$ cat config.mk
export PLATFORM = sky130hd
export DESIGN_NAME = op_phase_sequencer
export DESIGN_NICKNAME = d
export VERILOG_FILES = /design/src/rtl/op_phase_sequencer.sv
export SDC_FILE = /design/constraint.sdc
export NUM_CORES = 1
export LEC_CHECK = 0
export CAP_MARGIN = 20
export CORE_MARGIN = 2
export CORE_UTILIZATION = 52
export DETAILED_ROUTE_END_ITERATION = 6
export GPL_ROUTABILITY_DRIVEN = 0
export PLACE_DENSITY = 0.82
export SYNTH_ARGS = -nofsm -noshare
export SYNTH_HDL_FRONTEND = slang
export SYNTH_SLANG_ARGS = --single-unit
export TNS_END_PERCENT = 10
$ cat constraint.sdc
create_clock -name clock -period 3.27 [get_ports clock]
set_clock_uncertainty 0.05 [all_clocks]
set_input_delay 0.654 -clock clock [delete_from_list [all_inputs] [get_ports clock]]
set_output_delay 0.654 -clock clock [all_outputs]
set_load 0.03 [all_outputs]
$ cat src/rtl/op_phase_sequencer.sv
// Multi-cycle phase controller for the single-issue LEGv8 datapath: one FSM issuing
// one-hot phase enables, owning the PC, and stalling on data memory with a timeout.
module op_phase_sequencer #(
    parameter logic [31:0] RESET_PC    = 32'h0000_0000,
    parameter int unsigned MEM_TIMEOUT = 15,
    parameter int unsigned COUNT_W     = 16
) (
    input  logic               clock,
    input  logic               reset,
    input  logic               start,
    input  logic               halt_req,
    input  logic               mem_access,
    input  logic               mem_ready,
    input  logic               reg_write_ctl,
    input  logic               branch_taken,
    input  logic [31:0]        pc_offset,
    output logic               fetch_en,
    output logic               decode_en,
    output logic               execute_en,
    output logic               mem_en,
    output logic               wb_en,
    output logic               reg_write_en,
    output logic [31:0]        pc,
    output logic               busy,
    output logic               timeout_err,
    output logic [COUNT_W-1:0] instr_count
);

    typedef enum logic [2:0] {
        StIdle,
        StFetch,
        StDecode,
        StExecute,
        StMemory,
        StWriteback,
        StFault
    } state_e;

    // wait_cnt holds completed stall cycles; the last allowed stall faults.
    localparam logic [7:0] WaitLast = 8'(MEM_TIMEOUT - 1);

    state_e             state_q, state_d;
    logic [4:0]         en_q, en_d;
    logic [31:0]        pc_q, pc_d;
    logic [COUNT_W-1:0] count_q, count_d;
    logic               timeout_q, timeout_d;
    logic               halt_pending_q, halt_pending_d;
    logic [7:0]         wait_cnt_q, wait_cnt_d;
    logic               taken_q, taken_d;
    logic [31:0]        offset_bytes;

    assign offset_bytes = pc_offset << 2;
    assign busy = (state_q != StIdle) && (state_q != StFault);

    always_comb begin
        state_d        = state_q;
        pc_d           = pc_q;
        count_d        = count_q;
        timeout_d      = timeout_q;
        wait_cnt_d     = wait_cnt_q;
        taken_d        = taken_q;
        halt_pending_d = halt_pending_q;

        case (state_q)
            StIdle: begin
                if (start) begin
                    state_d = StFetch;
                end
            end
            StFetch:   state_d = StDecode;
            StDecode:  state_d = StExecute;
            StExecute: begin
                taken_d = branch_taken;
                state_d = StMemory;
            end
            StMemory: begin
                // A completion arriving on the final allowed stall still wins over the fault.
                if (!mem_access || mem_ready) begin
                    state_d    = StWriteback;
                    wait_cnt_d = 8'd0;
                end else if (wait_cnt_q == WaitLast) begin
                    state_d    = StFault;
                    timeout_d  = 1'b1;
                    wait_cnt_d = 8'd0;
                end else begin
                    wait_cnt_d = wait_cnt_q + 8'd1;
                end
            end
            StWriteback: begin
                pc_d    = taken_q ? pc_q + offset_bytes : pc_q + 32'd4;
                count_d = count_q + COUNT_W'(1);
                state_d = (halt_pending_q || halt_req) ? StIdle : StFetch;
            end
            StFault:   state_d = StFault;
            default:   state_d = StIdle;
        endcase

        if (state_d == StIdle) begin
            halt_pending_d = 1'b0;
        end else if (halt_req && busy) begin
            halt_pending_d = 1'b1;
        end

        en_d = {state_d == StFetch, state_d == StDecode, state_d == StExecute,
                state_d == StMemory, state_d == StWriteback};
    end

    always_ff @(posedge clock or posedge reset) begin
        if (reset) begin
            state_q        <= StIdle;
            en_q           <= 5'b0;
            pc_q           <= RESET_PC;
            count_q        <= '0;
            timeout_q      <= 1'b0;
            halt_pending_q <= 1'b0;
            wait_cnt_q     <= 8'd0;
            taken_q        <= 1'b0;
        end else begin
            state_q        <= state_d;
            en_q           <= en_d;
            pc_q           <= pc_d;
            count_q        <= count_d;
            timeout_q      <= timeout_d;
            halt_pending_q <= halt_pending_d;
            wait_cnt_q     <= wait_cnt_d;
            taken_q        <= taken_d;
        end
    end

    assign fetch_en     = en_q[4];
    assign decode_en    = en_q[3];
    assign execute_en   = en_q[2];
    assign mem_en       = en_q[1];
    assign wb_en        = en_q[0];
    assign reg_write_en = wb_en & reg_write_ctl;
    assign pc           = pc_q;
    assign timeout_err  = timeout_q;
    assign instr_count  = count_q;

endmodule

==> impl_metrics.yaml <==
timing:
  slew_headroom_pct: 32.95
  worst_pin_slew_ns: 1.006
  fin_crit_ns: 3.166
  max_clock_freq_mhz: 315.8
  setup_violations: 0
  min_period_over_period_pct: 96.83
  finalMaxSlewViolations: 0
  hold_violations: 0
worst_setup_path:
  crit_fanout: 3
  r2r_cells: 12
  critPathArrivalTime_ns: 3.37
  worstReg2RegStart: "taken_q$_DFFE_PP0P_"
  criticalPathCategory: "input port to flip-flop"
  cp-end-kind: "flip-flop"
  reg2reg_to: "pc[17]$_DFFE_PP0N_"
  start_kind: "input port"
  required_ns: 3.47
  r2r_slack_ns: 0.33
min_path:
  hold_path_depth: 1
  hold_path.class: "flip-flop to flip-flop"
  hp-start: "instr_count[15]$_DFFE_PP0N_"
  min_to: "instr_count[15]$_DFFE_PP0N_"
power:
  peakVddDrop_uv: 630.8
  power.density_nw_per_um2: 1008
  p_int_mw: 3.260
  total_power_mw: 5.951
  p_leak_nw: 2.704
  switching_power_mw: 2.690
  pwr-share-comb_pct: 64.2
  pwr-share-seq_pct: 23.1
  switching_share_pct: 45.21
  clkPwrFrac_pct: 12.8
synth:
  synthDistinctLibCells: 56
  syn_inst: 507
  synth_top_cell_by_area: "dfrtp_1"
  yosysSeqAreaShare_pct: 37.05
  synthTopCellsByArea: "dfrtp_1 37%, ha_1 9.1%, nand2_1 5.8%, xnor2_1 4.8%, o21ai_0 4.6%"
  ys_warn_count: 0
  synth_edf_count: 0
  ys.flop_type: "dfrtp_1"
  ys_async_sr_fraction_pct: 100.0
  synth_area_um2: 4390
  ys_ff_latch: 65
  synth_top_area_share_pct: 37.05
  synth_area_per_cell_um2: 8.660
final_layout:
  area_growth_syn_to_layout_pct: 34.40
  drive_above_1_share_pct: 11.04
  fillers: 627
  antenna_cells: 0
  final_net_count: 703
  final_common_cell: "clkdlybuf4s50_1"
  final_core_util_pct: 71.81
  fin_area_um2: 5901
  final_cell_mix: "91 x clkdlybuf4s50_1, 68 x nand2_1, 65 x dfrtp_1"
floorplan:
  initial_core_util_pct: 53.43
  die_w_um: 95.89
  core_um2: 8217
  rows: 33
  die_h_um: 95.89
  pin_count: 96
  die_area_um2: 9194
routing:
  drt_iter0_markers: 162
  via_per_inst: 5.586
  wire_per_inst_um: 14.50
  ant_nets: 0
  drcViolationCount: 0
  drt_pass1_iterations: 4
  drt-total-wl_um: 10720
  num_vias: 4128
clock_tree:
  clkSinkCount: 65
  clockBufferDepth: 2
  numCtsBuffers: 9
  cts_tree: "built"
  root_buffer: "clkbuf_8"
  clk_latency_ns: 0.33
  clkTransAtPathRegs_ns: 0.07
  htree_levels: 3
  cts.hold.buffers_added: 0
place:
  place_area_um2: 5642
  numPortBuffers: 91
  dpl.hpwl_um: 8077
job:
  maxCapViolCount: 0
run_status:
  outcome: "finished clean"
global_route:
  grt_first_pass_wirelength_um: 17970
  antenna_found_initial: 0
  grt_remaining_overflow: 0
  grt_pass1_vias: 3989
  track_usage_pct: 24.65
  grt_start_max_net_pins: 59
[power groups by stage]
stage	registers [mW]	clock network, mW	logic (mW)
2_1_floorplan	1.75	0	2.02
3_3_place_gp	1.36	0	3.63
3_5_place_dp	1.38	0	3.72
4_1_cts	1.37	0.783	3.77
5_1_grt	1.41	0.807	4.20
6_report	1.37	0.759	3.82
[synth_stat cells, types with 8 or more instances]
| library cell | count |
|---|---|
| dfrtp_1 | 65 |
| ha_1 | 32 |
| nor2_1 | 35 |
| xor2_1 | 10 |
| and2_1 | 29 |
| inv_1 | 17 |
| a21oi_1 | 28 |
| o31ai_1 | 8 |
| nand3_1 | 12 |
| o21ai_0 | 40 |
| and3_1 | 10 |
| nand2_1 | 68 |
| clkbuf_1 | 13 |
| a21o_1 | 14 |
| nand2b_1 | 10 |
| xnor2_1 | 24 |
[stage by stage]
stage               instances  setup WS [ns]  setup TNS, ns  hold WS (ns)
floorplan                 508         0.5113              0        0.3970
detailed placement        722        -0.3599         -1.814        0.4039
CTS                       737        0.05601              0        0.4266
finish                    739         0.1036              0        0.4190
global route              739       -0.02141       -0.05981        0.4398
global placement          722        -0.2465         -1.101        0.4129
[cell families after synthesis]
kind of cell / synth area share, %
compound gates: 18.84
xor+xnor: 6.782
fa+ha+maj: 9.575
buf+inv: 3.220
flops: 37.05
mux: 0.4845
other cells: 0.08541
simple gates: 23.97
[flip-flops by register name (all words and copies together), names as in the netlist]
name and cells:
en_q 5, halt_pending_q 1, instr_count 16, pc 30, state_q 3, taken_q 1, timeout_err 1, wait_cnt_q 8
[how the worst max path moves through the flow]
stage / from / endpoint / slack [ns]
6_report: pc_offset[0] / pc[30]$_DFFE_PP0N_ / 0.10
5_1_grt: pc_offset[0] / pc[30]$_DFFE_PP0N_ / -0.02
3_5_place_dp: pc_offset[0] / pc[30]$_DFFE_PP0N_ / -0.36
4_1_cts: pc_offset[0] / pc[30]$_DFFE_PP0N_ / 0.06
2_1_floorplan: pc_offset[3] / pc[19]$_DFFE_PP0N_ / 0.51
3_3_place_gp: pc_offset[0] / pc[30]$_DFFE_PP0N_ / -0.25
[metal layers]
layer  up-vias  part of all wire, %  routed length, µm  global-route usage [%]
met5         -                    0                  0                       0
met4         0                  1.4                155                   5.595
met3        16                  4.5                486                   4.385
met2       115                   50               5319                   43.12
met1      1973                   44               4756                   31.80
li1       2024                    -                  -                       -
[worst max-delay path, cell delays in order]
cell and delay [ns]:
clkdlybuf4s50_1 0.45, nand2b_4 0.11, ha_2 0.17, inv_1 0.06, fa_2 0.41, nor2b_2 0.14, o31a_1 0.17, o31ai_2 0.07
buf_4 0.16, a211oi_4 0.22, buf_4 0.15, o21ai_1 0.06, and3_1 0.16, o2111a_1 0.26, nor3_2 0.11
[repair_timing]
| action | CTS | global route |
|---|---|---|
| buffers inserted | 0 | 2 |
| resized for setup | 3 | 3 |
| setup endpoints to repair | 1 | 5 |
| pin swaps | 1 | 4 |
[final cells by class]
class / instances / area, µm² / area share, %
sequential: 65 / 1627 / 27.57
multi-input combinational: 408 / 2654 / 44.97
timing repair buffer: 129 / 1209 / 20.48
clock buffer: 10 / 137.6 / 2.332
inverter: 17 / 63.81 / 1.081
clock inverter: 5 / 78.83 / 1.336
tap: 105 / 131.4 / 2.226
Note: power is estimated with default switching activity, not from simulation.
